==> config.mk <==
export PLATFORM = sky130hd
export DESIGN_NAME = mem_access_ctrl
export DESIGN_NICKNAME = d
export VERILOG_FILES = /design/src/rtl/mem_access_ctrl.sv
export SDC_FILE = /design/constraint.sdc
export NUM_CORES = 1
export LEC_CHECK = 0
export BUFFER_PORTS_ARGS = -buffer_cell sky130_fd_sc_hd__buf_4
export CAP_MARGIN = 10
export CORE_AREA = 2 2 91 93
export DETAILED_ROUTE_END_ITERATION = 8
export DIE_AREA = 0 0 93 95
export PLACE_DENSITY = 0.72
export SYNTH_ARGS = -nofsm -noshare
export SYNTH_HDL_FRONTEND = slang
export SYNTH_SLANG_ARGS = --single-unit
==> constraint.sdc <==
create_clock -name clk -period 5 [get_ports clk]
set_clock_uncertainty 0.1 [all_clocks]
set_input_delay 0.25 -clock clk [delete_from_list [all_inputs] [get_ports clk]]
set_output_delay 0.25 -clock clk [all_outputs]
set_load 0.02 [all_outputs]
==> src/rtl/mem_access_ctrl.sv <==
// mem_access_ctrl
//   Byte-wide RAM access sequencer. It accepts one CPU request per
//   transaction and performs either one 8-bit access or a 16-bit
//   little-endian access split into two byte accesses at consecutive
//   addresses. The address wraps at 16 bits. Each byte waits WAIT_STATES
//   cycles and then commits on the first cycle in which mem_ready is high.
//   Completion is reported with a one-cycle cpu_ack pulse.
//
// Parameters
//   WAIT_STATES     extra cycles per byte before commit (0..15)
//   TIMEOUT_CYCLES  stall limit in consecutive not-ready cycles (1..255);
//                   used only when MEM_ACCESS_TIMEOUT_EN is defined
//
// Optional feature macro
//   MEM_ACCESS_TIMEOUT_EN  when this macro is defined, the block aborts a
//                          stalled byte after TIMEOUT_CYCLES and reports
//                          cpu_err. When it is not defined, cpu_err is 0
//                          and stalls wait forever.
//
// Ports
//   clk        rising-edge clock
//   reset_n    asynchronous active-low reset
//   cpu_req    access request, sampled only in IDLE
//   cpu_we     1 = write, 0 = read
//   cpu_word   1 = 16-bit little-endian access, 0 = byte access
//   cpu_addr   start byte address
//   cpu_wdata  write data (low byte used for byte writes)
//   cpu_ack    one-cycle completion pulse
//   cpu_err    timeout flag, valid with cpu_ack
//   cpu_rdata  read result, held until the next read commit
//   busy       high whenever not IDLE
//   mem_addr   RAM byte address
//   mem_wdata  RAM write data
//   mem_we     RAM write enable
//   mem_re     RAM read enable
//   mem_rdata  RAM combinational read data
//   mem_ready  RAM ready
module mem_access_ctrl #(
  parameter int unsigned WAIT_STATES    = 1,
  parameter int unsigned TIMEOUT_CYCLES = 255
) (
  input  logic        clk,
  input  logic        reset_n,
  input  logic        cpu_req,
  input  logic        cpu_we,
  input  logic        cpu_word,
  input  logic [15:0] cpu_addr,
  input  logic [15:0] cpu_wdata,
  output logic        cpu_ack,
  output logic        cpu_err,
  output logic [15:0] cpu_rdata,
  output logic        busy,
  output logic [15:0] mem_addr,
  output logic [7:0]  mem_wdata,
  output logic        mem_we,
  output logic        mem_re,
  input  logic [7:0]  mem_rdata,
  input  logic        mem_ready
);

  if (WAIT_STATES > 15 || TIMEOUT_CYCLES < 1 || TIMEOUT_CYCLES > 255) begin : g_param_check
    $error("mem_access_ctrl: WAIT_STATES or TIMEOUT_CYCLES out of range");
  end

  typedef enum logic [1:0] {
    IDLE,
    ACCESS,
    DONE
  } state_t;

  state_t state, state_nx;

  // Latched request fields and per-byte progress
  logic [15:0] addr_q, addr_nx;
  logic [15:0] wdata_q, wdata_nx;
  logic        we_q, we_nx;
  logic        word_q, word_nx;
  logic        idx_q, idx_nx;
  logic [3:0]  wcnt_q, wcnt_nx;

  // Next values of the registered outputs
  logic [15:0] rdata_nx;
  logic [15:0] mem_addr_nx;
  logic [7:0]  mem_wdata_nx;
  logic        mem_re_nx;
  logic        we_arm, we_arm_nx;
  logic        busy_nx;
  logic        ack_nx;

  logic at_zero;
  logic commit;
  logic stall;
  logic last_byte;
  logic timeout;

  // mem_we must rise and fall within the single commit cycle, and it must
  // stay low while the RAM stalls. The write strobe is therefore armed from
  // a register and qualified by mem_ready, so mem_we lines up with the
  // registered mem_addr and mem_wdata for the byte that commits.
  assign mem_we = we_arm & mem_ready;

  always_ff @(posedge clk or negedge reset_n) begin : state_reg
    if (!reset_n) begin
      state <= IDLE;
    end else begin
      state <= state_nx;
    end
  end

  always_comb begin : next_state
    at_zero   = (wcnt_q == '0);
    commit    = (state == ACCESS) && at_zero && mem_ready;
    stall     = (state == ACCESS) && at_zero && !mem_ready;
    last_byte = !word_q || idx_q;
    state_nx  = state;
    case (state)
      IDLE:    if (cpu_req) state_nx = ACCESS;
      ACCESS:  if ((commit && last_byte) || timeout) state_nx = DONE;
      DONE:    state_nx = IDLE;
      default: state_nx = IDLE;
    endcase
  end

  always_comb begin : output_next
    addr_nx  = addr_q;
    wdata_nx = wdata_q;
    we_nx    = we_q;
    word_nx  = word_q;
    idx_nx   = idx_q;
    wcnt_nx  = wcnt_q;
    rdata_nx = cpu_rdata;
    case (state)
      IDLE: begin
        if (cpu_req) begin
          addr_nx  = cpu_addr;
          wdata_nx = cpu_wdata;
          we_nx    = cpu_we;
          word_nx  = cpu_word;
          idx_nx   = 1'b0;
          wcnt_nx  = 4'(WAIT_STATES);
        end
      end
      ACCESS: begin
        if (!at_zero) begin
          wcnt_nx = wcnt_q - 4'd1;
        end else if (commit) begin
          if (!we_q) begin
            if (!idx_q) begin
              // A byte read clears the high half. A word read keeps the
              // high half until its second byte lands.
              rdata_nx = {(word_q ? cpu_rdata[15:8] : 8'h00), mem_rdata};
            end else begin
              rdata_nx[15:8] = mem_rdata;
            end
          end
          if (!last_byte) begin
            idx_nx  = 1'b1;
            wcnt_nx = 4'(WAIT_STATES);
          end
        end
      end
      default: ;
    endcase

    // Outputs are computed for the coming cycle, so they are already valid
    // in the first ACCESS cycle.
    busy_nx      = (state_nx != IDLE);
    ack_nx       = (state_nx == DONE);
    mem_addr_nx  = '0;
    mem_wdata_nx = '0;
    mem_re_nx    = 1'b0;
    we_arm_nx    = 1'b0;
    if (state_nx == ACCESS) begin
      mem_addr_nx = addr_nx + 16'(idx_nx);
      mem_re_nx   = !we_nx;
      we_arm_nx   = we_nx && (wcnt_nx == '0);
      if (we_nx) begin
        mem_wdata_nx = idx_nx ? wdata_nx[15:8] : wdata_nx[7:0];
      end
    end
  end

  always_ff @(posedge clk or negedge reset_n) begin : data_regs
    if (!reset_n) begin
      addr_q    <= '0;
      wdata_q   <= '0;
      we_q      <= 1'b0;
      word_q    <= 1'b0;
      idx_q     <= 1'b0;
      wcnt_q    <= '0;
      cpu_rdata <= '0;
      cpu_ack   <= 1'b0;
      busy      <= 1'b0;
      mem_addr  <= '0;
      mem_wdata <= '0;
      mem_re    <= 1'b0;
      we_arm    <= 1'b0;
    end else begin
      addr_q    <= addr_nx;
      wdata_q   <= wdata_nx;
      we_q      <= we_nx;
      word_q    <= word_nx;
      idx_q     <= idx_nx;
      wcnt_q    <= wcnt_nx;
      cpu_rdata <= rdata_nx;
      cpu_ack   <= ack_nx;
      busy      <= busy_nx;
      mem_addr  <= mem_addr_nx;
      mem_wdata <= mem_wdata_nx;
      mem_re    <= mem_re_nx;
      we_arm    <= we_arm_nx;
    end
  end

`ifdef MEM_ACCESS_TIMEOUT_EN
  logic [7:0] stall_q;

  // The abort fires on the stall cycle that makes the run TIMEOUT_CYCLES long.
  assign timeout = stall && (stall_q == 8'(TIMEOUT_CYCLES - 1));

  always_ff @(posedge clk or negedge reset_n) begin : stall_regs
    if (!reset_n) begin
      stall_q <= '0;
      cpu_err <= 1'b0;
    end else begin
      stall_q <= stall ? stall_q + 8'd1 : '0;
      cpu_err <= timeout;
    end
  end
`else
  assign timeout = 1'b0;
  assign cpu_err = 1'b0;
`endif

endmodule

### After elaboration in Yosys (flattened, before gate mapping)

Cells that the tools add are included.

| storage, ports and cells | value |
|---|---|
| bits of input ports | 46 |
| latch bits | 0 |
| RAM bits | 0 |
| word-level logic and storage cells | 65 |
| memories kept | 0 |
| ROM bits | 0 |
| flip-flop bits (word level) | 85 |

| operators by class | value |
|---|---|
| div/mod/pow operators | 0 |
| $lt $le $gt $ge | 0 |
| equality and inequality tests | 4 |
| add/sub/neg operators | 2 |
| multiply operators | 0 |
| muxes and demuxes | 27 |
| shifts and indexed selects | 0 |
| reduce and logical (&&, ||, !) cells | 14 |
| bitwise logic cells | 3 |

Operators with widths:

| operator | count |
|---|---|
| $mux 16 | 5 |
| $mux 8 | 5 |
| $add 16x1->16 | 1 |
| $mux 4 | 4 |
| $reduce_and 5->1 | 2 |
| $logic_not 4->1 | 2 |
| $mux 1 | 8 |
| $pmux 4 s2 | 1 |
| $eq 2x1->1 const B | 2 |
| $logic_and 1x1->1 | 4 |
| $mux 2 | 2 |
| $pmux 2 s2 | 1 |
| $sub 4x1->4 const B | 1 |
| $eq 2x2->1 const B | 1 |
| $logic_not 1->1 | 2 |
| $logic_not 2->1 | 1 |
| $ne 2x1->1 const B | 1 |
| $not 1->1 | 2 |
| $pmux 1 s2 | 1 |
| $reduce_and 2->1 | 1 |
| $reduce_bool 2->1 | 1 |
| $and 1x1->1 | 1 |
| $logic_or 1x1->1 | 1 |

### Logic depth before layout (Yosys ltp)

Gate-level depths: netlist of the first run.

| logic depth | value |
|---|---|
| depth after elaboration | 9 |
| depth in mapped cells | 11 |
| mapped depth without buffers | 9 |

### Least setup slack after synthesis of the first run

No wires, ideal clock.

| path | value |
|---|---|
| path kind | register -> register |
| start point | register wcnt_q[0] |
| end point | register mem_addr[13] |
| period minus slack after synthesis | 2482 ps |
| library setup time | 79 ps |
| arrival | 2302 ps |
| required time | 4821 ps |
| slack | 2518 ps |
| cell stages (with the launch flop) | 12 |
| path through | dfrtp_1 -> inv_1 -> ha_1 -> nor3b_1 -> buf_2 -> a32oi_1 -> buf_4 -> inv_1 -> ha_1 -> nand4_1 -> a221oi_1 -> mux2i_1 |

| on the way | value |
|---|---|
| word-level cells in the longest chain between the ends | 8 |
| elaborated cells between the ends (all ways) | 12 |
| classes of those cells | 1 x add/sub; 1 x eq/ne; 6 x mux; 4 x reduce/logical |

RTL lines:

| item | RTL line | text |
|---|---|---|
| start, declared | 79 | `logic [3:0] wcnt_q, wcnt_nx;` |
| start signal, assigned | 204 | `wcnt_q <= wcnt_nx;` |
| $logic_not 4->1 * | 111 | `at_zero = (wcnt_q == '0);` |
| $logic_and 1x1->1 | -- |  |
| $logic_and 1x1->1 | 112 | `commit = (state == ACCESS) && at_zero && mem_ready;` |
| $mux 1 | 146 | `end else if (commit) begin` |
| $mux 1 * | 144 | `if (!at_zero) begin` |
| $pmux 1 s2 * | 132 | `case (state)` |
| via idx_nx | 78 | `logic idx_q, idx_nx;` |
| $add 16x1->16 * | 174 | `mem_addr_nx = addr_nx + 16'(idx_nx);` |
| $mux 16 * | 173 | `if (state_nx == ACCESS) begin` |
| via mem_addr_nx[13] | 83 | `logic [15:0] mem_addr_nx;` |
| end signal, assigned | 208 | `mem_addr <= mem_addr_nx;` |
| end, declared | 53 | `output logic [15:0] mem_addr,` |

The timed path passes the listed nets; every way through them passes the cells marked *.
A chain may end at the register's enable or synchronous reset.

### Final worst setup path of the first run

Ends and elaborated chain as after synthesis.

==> flow_metrics.tcl, run 1 <==
set metrics [dict create \
    syn_to_final_growth_pct 28.2 \
    worst_pin_slew_ns 1.15 \
    drc_errors 0 \
    grt_usage 0.190 \
    hold_viol_final 24 \
    r2r-end "mem_addr[13]$_DFF_PN0_" \
    dp.cells 484 \
    route.detailed.wl_per_inst_um 16.1 \
    status "complete, but fails checks" \
    drt_iter0_markers 148 \
    slew_violations 0 \
    period_needed_ns 3.38 \
    numClockSinks 85 \
    die_y_um 95 \
    cts_root_buf "clkbuf_8" \
    yosysSeqAreaShare 0.571 \
    synthArstFlopShare 1.00 \
    drv_cap 0 \
    cpPeakStageDelay_ns 0.87 \
    r2r_setup_slack_ns 1.62 \
    synth_ff_type "dfrtp_1" \
    cp.arrival_ns 3.55 \
    route.final.wire_length_mm 8.13 \
    drtAntennaViolNets 0 \
    fin_nets 445 \
    place_area_mm2 0.00447 \
    start_util 0.470 \
    cts_tree "yes" \
    synth_seq_cells 85 \
    p_seq_frac 0.373 \
    critPathSlowestCell "nor3b_1" \
    wl_met3_um 384 \
    wl_met2_mm 4.01 \
    grt.overflow.total 0 \
    dieArea_mm2 0.00884 \
    p_sw_frac 0.377 \
    drtPass1Iterations 4 \
    dr.max_layer_used "met4" \
    fin_crit_sh 0.676 \
    synthCells 301 \
    synthesis.area_mm2 0.00372 \
    grt_pass1_wl_mm 12.9 \
    violations "negative hold slack" \
    ys_warn_count 0 \
    pin_count 91 \
    crit_chain "inv_1 > ha_1 > nor3b_1 > a32oi_1 > buf_4 > inv_1 > ha_1 > nand4_1 > a221oi_1 > mux2i_1" \
    die_w_um 93 \
    viasPerCell 5.38 \
    grt_start_max_net_pins 86 \
    cp_max_fo 12 \
    p_int_mw 1.96 \
    critical_path_class "reg2reg" \
    final_cells 506 \
    synth_fp_nets 350 \
    met1Wirelength_mm 3.61 \
    htreeDepth 3 \
    fin_tns_setup_ns 0 \
    relSlewSlack 0.235 \
    p_clk_frac 0.193 \
    num_vias 2723 \
    diodes 0 \
    power.switching_mw 1.19 \
    cts.repair.resized 0 \
    final_cell_area_mm2 0.00477 \
    start_kind "flip-flop" \
    place_congestion 0.809 \
    rr_worst_depth 10 \
    syn_area_per_cell_um2 12.4 \
    dp_hpwl_mm 5.60 \
    power_density_mw_per_mm2 660 \
    vdd_drop_max_mv 0.301 \
    rsz0062_at_grt "false" \
    critPathLaunch "wcnt_q[0]$_DFF_PN0_" \
    synth-edff-count 0 \
    cts_max_path_buffers 2 \
    rr_startpoint "wcnt_q[0]$_DFF_PN0_" \
    grt_pass1_vias 2633 \
    layout-drive-gt1-share 0.372 \
    min_path_type "in2async" \
    cts_made_buffers 9 \
    fmax_mhz 296 \
    antenna_found_initial 0 \
    path_clk_slew_ns 0.09 \
    whs_ns -0.0412 \
    utilization 0.602 \
    cp.required_ns 5.17 \
    synth.distinct_cells 52 \
    num_rows 33 \
    critPathCapture "mem_addr[13]$_DFF_PN0_" \
    p_leak_nw 2.26 \
    power_frac_comb 0.434 \
    coreArea_mm2 0.00793 \
    crit_path_end_kind "flip-flop" \
    io_buffers 89 \
    finalSetupViolCount 0 \
    clk_latency_ns 0.36 \
]
through the flow:
stage	worst slack, ns	total power, mW
CTS	1.67	3.18
global route	1.32	3.36
finish	1.62	3.15
global placement	1.82	2.53
detailed placement	1.70	2.56
floorplan	2.52	2.09
per-layer routing:
metal	track usage	vias up
met4	0.0931	0
met5	0	-
li1	-	1280
met1	0.268	1349
met3	0.0287	9
met2	0.290	85
area by class of cell:
type,count,area (µm²)
inverters,9,33.8
clock inverters,7,125
multi-input cells,194,1490
well taps,105,131
flip-flops and latches,85,2130
fillers,687,3150
clock buffers,9,124
repair buffers,97,743
cells in the mapped netlist, types with 2 or more instances:
| cell | number | share of area |
|---|---|---|
| dfrtp_1 | 85 | 0.57 |
| mux2_2 | 34 | 0.10 |
| nand2_1 | 25 | 0.025 |
| mux2i_1 | 21 | 0.056 |
| nor2_1 | 11 | 0.011 |
| a22o_1 | 9 | 0.021 |
| nand4_1 | 9 | 0.015 |
| inv_1 | 8 | 0.0081 |
| buf_2 | 7 | 0.0094 |
| nor3_1 | 6 | 0.0081 |
| and3_1 | 5 | 0.0084 |
| nand2b_1 | 5 | 0.0084 |
| nand3_1 | 5 | 0.0067 |
| a21oi_1 | 4 | 0.0054 |
| and2_1 | 4 | 0.0067 |
| and4_1 | 4 | 0.0094 |
| buf_4 | 4 | 0.0081 |
| a31oi_1 | 3 | 0.0050 |
| ha_1 | 3 | 0.010 |
| nor3b_1 | 3 | 0.0060 |
| o21ai_0 | 3 | 0.0040 |
| o31ai_1 | 3 | 0.0060 |
| or4_1 | 3 | 0.0060 |
| a22oi_1 | 2 | 0.0040 |
| clkbuf_1 | 2 | 0.0020 |
| mux2_1 | 2 | 0.0060 |
| nand4b_1 | 2 | 0.0047 |
| nor2b_1 | 2 | 0.0034 |
| nor4_2 | 2 | 0.0067 |
| o21a_1 | 2 | 0.0040 |
| or2_0 | 2 | 0.0034 |
power by group through the flow:
stage / Combinational, mW / Sequential [mW] / Clock, mW
2_1_floorplan: 0.753 / 1.33 / 0
3_3_place_gp: 1.35 / 1.18 / 0
3_5_place_dp: 1.38 / 1.19 / 0
4_1_cts: 1.38 / 1.18 / 0.617
5_1_grt: 1.51 / 1.21 / 0.644
6_report: 1.37 / 1.18 / 0.608
worst max-delay path: cells and delay by family (launching register included):
kind,cells,cell delay [ns]
buf+inv,3,0.43
compound gates,2,0.62
flops,1,0.42
simple gates,2,1.05
mux,1,0.25
fa+ha+maj,2,0.42
kinds of logic (layout without fill, tap and decap cells):
logic type / after synthesis / count (layout) / share of synthesized area
DFF: 85 / 85 / 0.571
muxes: 57 / 57 / 0.165
other: 1 / 1 / 0.00101
xor gates and xnor gates: 1 / 1 / 0.00235
adders and majority gates: 3 / 3 / 0.0101
AOI/OAI and AO/OA: 35 / 35 / 0.0709
buffers and inverters: 22 / 122 / 0.0286
and+or+nand+nor: 97 / 97 / 0.151
placed cells by master, fill, tap and decap left out, types with 3 or more instances in the layout:
master and count:
a21oi_1 4, a22o_1 9, a31oi_1 3, and2_1 4, and3_1 5, and4_1 4, buf_4 91, bufinv_16 3
clkbuf_8 9, dfrtp_1 85, dlygate4sd3_1 6, ha_1 3, inv_1 8, inv_6 4, mux2_2 34, mux2i_1 21
nand2_1 25, nand2b_1 5, nand3_1 5, nand4_1 9, nor2_1 11, nor3_1 6, nor3b_1 3, o21ai_0 3
o31ai_1 3, or4_1 3
how the worst min path moves through the flow:
stage	from	end	cells after the start
after floorplan	reset_n	addr_q[0]$_DFF_PN0_	0
after global placement	cpu_word	word_q$_DFFE_PN0P_	3
after detailed placement	cpu_word	word_q$_DFFE_PN0P_	3
after CTS	mem_rdata[7]	cpu_rdata[15]$_DFFE_PN0P_	2
after global routing	mem_rdata[7]	cpu_rdata[15]$_DFFE_PN0P_	2
final	reset_n	mem_addr[8]$_DFF_PN0_	1
repair_timing:
action	CTS	global route
buffers inserted	0	0
endpoints found under the hold margin	6	0
hold buffers	6	0
Note: power is estimated with default switching activity, not from simulation.
==> run 2, diff against run 1 <==
CORE_AREA = 2 2 92 94   (was 2 2 91 93)
DIE_AREA = 0 0 94 96   (was 0 0 93 95)
PLACE_DENSITY = 0.74   (was 0.72)
clock period = 2.9 ns   (was 5 ns; I/O delays follow)
==> flow_metrics.tcl, run 2 (same netlist as run 1, synthesis figures left out) <==
set metrics [dict create \
    viasPerCell 5.21 \
    clk_latency_ns 0.35 \
    route.detailed.wl_per_inst_um 15.7 \
    drc_errors 0 \
    grt_start_max_net_pins 86 \
    drtAntennaViolNets 0 \
    cp_max_fo 5 \
    diodes 0 \
    final_cell_mix "buf_4 (95), dfrtp_1 (85), dlygate4sd3_1 (39), mux2_2 (34), nand2_1 (25)" \
    hold_viol_final 0 \
    coreArea_mm2 0.00805 \
    rr_startpoint "wcnt_q[0]$_DFF_PN0_" \
    place_area_mm2 0.00450 \
    fin_nets 482 \
    num-fill-cells 656 \
    die_y_um 96 \
    cts.repair.resized 0 \
    p_total_mw 5.27 \
    drv_cap 0 \
    cts_root_buf "clkbuf_8" \
    start_util 0.462 \
    finalSetupViolCount 0 \
    worst_pin_slew_ns 1.06 \
    syn_to_final_growth_pct 36.4 \
    seqCellArea_mm2 0.00213 \
    route.final.wire_length_mm 8.54 \
    grt_pass1_wl_mm 13.5 \
    r2r_setup_slack_ns 0.35 \
    min_path_type "in2reg" \
    whs_endpoint "addr_q[6]$_DFF_PN0_" \
    fin_tns_setup_ns 0 \
    r2r-end "mem_addr[13]$_DFF_PN0_" \
    crit_path_end_kind "flip-flop" \
    layout-drive-gt1-share 0.347 \
    place_ws_ns 0.388 \
    numClockSinks 85 \
    die_w_um 94 \
    vdd_drop_max_mv 0.531 \
    path_clk_slew_ns 0.09 \
    io_buffers 89 \
    place_congestion 0.905 \
    start_kind "flip-flop" \
    period_needed_ns 2.55 \
    status "complete, no violations" \
    critical_path_class "reg2reg" \
    dp_hpwl_mm 5.67 \
    drt_iter0_markers 98 \
    grt_pass1_vias 2827 \
    rsz0062_at_grt "false" \
    cts_max_path_buffers 2 \
    hold_path_depth 3 \
    multi_input_area_mm2 0.00149 \
    num_vias 2829 \
    cts_tree "yes" \
    relSlewSlack 0.296 \
    power_density_mw_per_mm2 1040 \
    layout_commonest_cell "buf_4" \
    fin_crit_sh 0.881 \
    slew_violations 0 \
    dieArea_mm2 0.00902 \
    grt.overflow.total 0 \
    fmax_mhz 391 \
    num_rows 33 \
    htreeDepth 3 \
    drtPass1Iterations 4 \
    rr_worst_depth 9 \
    grt_usage 0.194 \
    antenna_found_initial 0 \
    fin_ws_ns 0.345 \
    whs_ns 0.0258 \
    p_leak_nw 2.39 \
    cp.arrival_ns 2.74 \
    pin_count 91 \
    cts_made_buffers 9 \
    hold_path_startpoint "cpu_addr[6]" \
    cp.required_ns 3.08 \
    final_cell_area_mm2 0.00508 \
]
run 2: cell count changes in the layout (fill, tap and decap cells not counted):
cell | previous run | this run
clkinv_2 | 0 | 4
dlygate4sd3_1 | 6 | 39
buf_4 | 91 | 95
clkbuf_1 | 0 | 1
clkbuf_8 | 9 | 10
inv_6 | 4 | 0
bufinv_16 | 3 | 1
run 2: metal layers:
layer  GRT usage  wire [µm]  up-vias
met5           0          0        -
li1            -          -     1345
met3      0.0423        324       13
met4      0.0688        157        0
met1       0.266       3910     1404
met2       0.307       4150       67
run 2: metrics by stage:
| step | cells | utilization |
|---|---|---|
| after CTS | 543 | 0.631 |
| after floorplan | 301 | - |
| after detailed placement | 488 | 0.558 |
| final | 543 | 0.631 |
| after global routing | 543 | 0.631 |
| after global placement | 488 | 0.558 |
run 2: final cells by class:
class                           instances  share of cell area
Inverter                                9             0.00665
Timing Repair Buffer                  134               0.217
Tap cell                              105              0.0259
Sequential cell                        85               0.419
Multi-Input combinational cell        194               0.293
Clock buffer                           11              0.0278
Clock inverter                          5             0.00986
run 2: worst max-delay path by stage:
| stage | slack, ns | start | endpoint | cells past startpoint |
|---|---|---|---|---|
| detailed placement | 0.39 | wcnt_q[0]$_DFF_PN0_ | mem_addr[13]$_DFF_PN0_ | 9 |
| global placement | 0.47 | wcnt_q[0]$_DFF_PN0_ | mem_addr[13]$_DFF_PN0_ | 9 |
| global route | 0.20 | wcnt_q[0]$_DFF_PN0_ | mem_addr[13]$_DFF_PN0_ | 9 |
| floorplan | 0.42 | wcnt_q[0]$_DFF_PN0_ | mem_addr[13]$_DFF_PN0_ | 11 |
| CTS | 0.37 | wcnt_q[0]$_DFF_PN0_ | mem_addr[13]$_DFF_PN0_ | 9 |
| finish | 0.35 | wcnt_q[0]$_DFF_PN0_ | mem_addr[13]$_DFF_PN0_ | 9 |
run 2: critical path, stage by stage, from the launching register on:
cell and delay [ns]:
dfrtp_1 0.42, inv_1 0.10, ha_1 0.17, nor3b_1 0.28, a32oi_1 0.18, inv_1 0.12, ha_1 0.25, nand4_1 0.22
a221oi_1 0.44, mux2i_1 0.22
run 2: power breakdown:
group,leakage [nW],internal (mW),switching [mW]
Combinational,1.24,1.11,1.30
Sequential,1.05,1.74,0.294
Clock,0.103,0.417,0.412
Total,2.39,3.27,2.01
run 2: repair_timing:
| action | CTS | global route |
|---|---|---|
| hold endpoints to repair | 131 | 0 |
| hold buffers | 39 | 0 |
| buffers inserted | 0 | 0 |
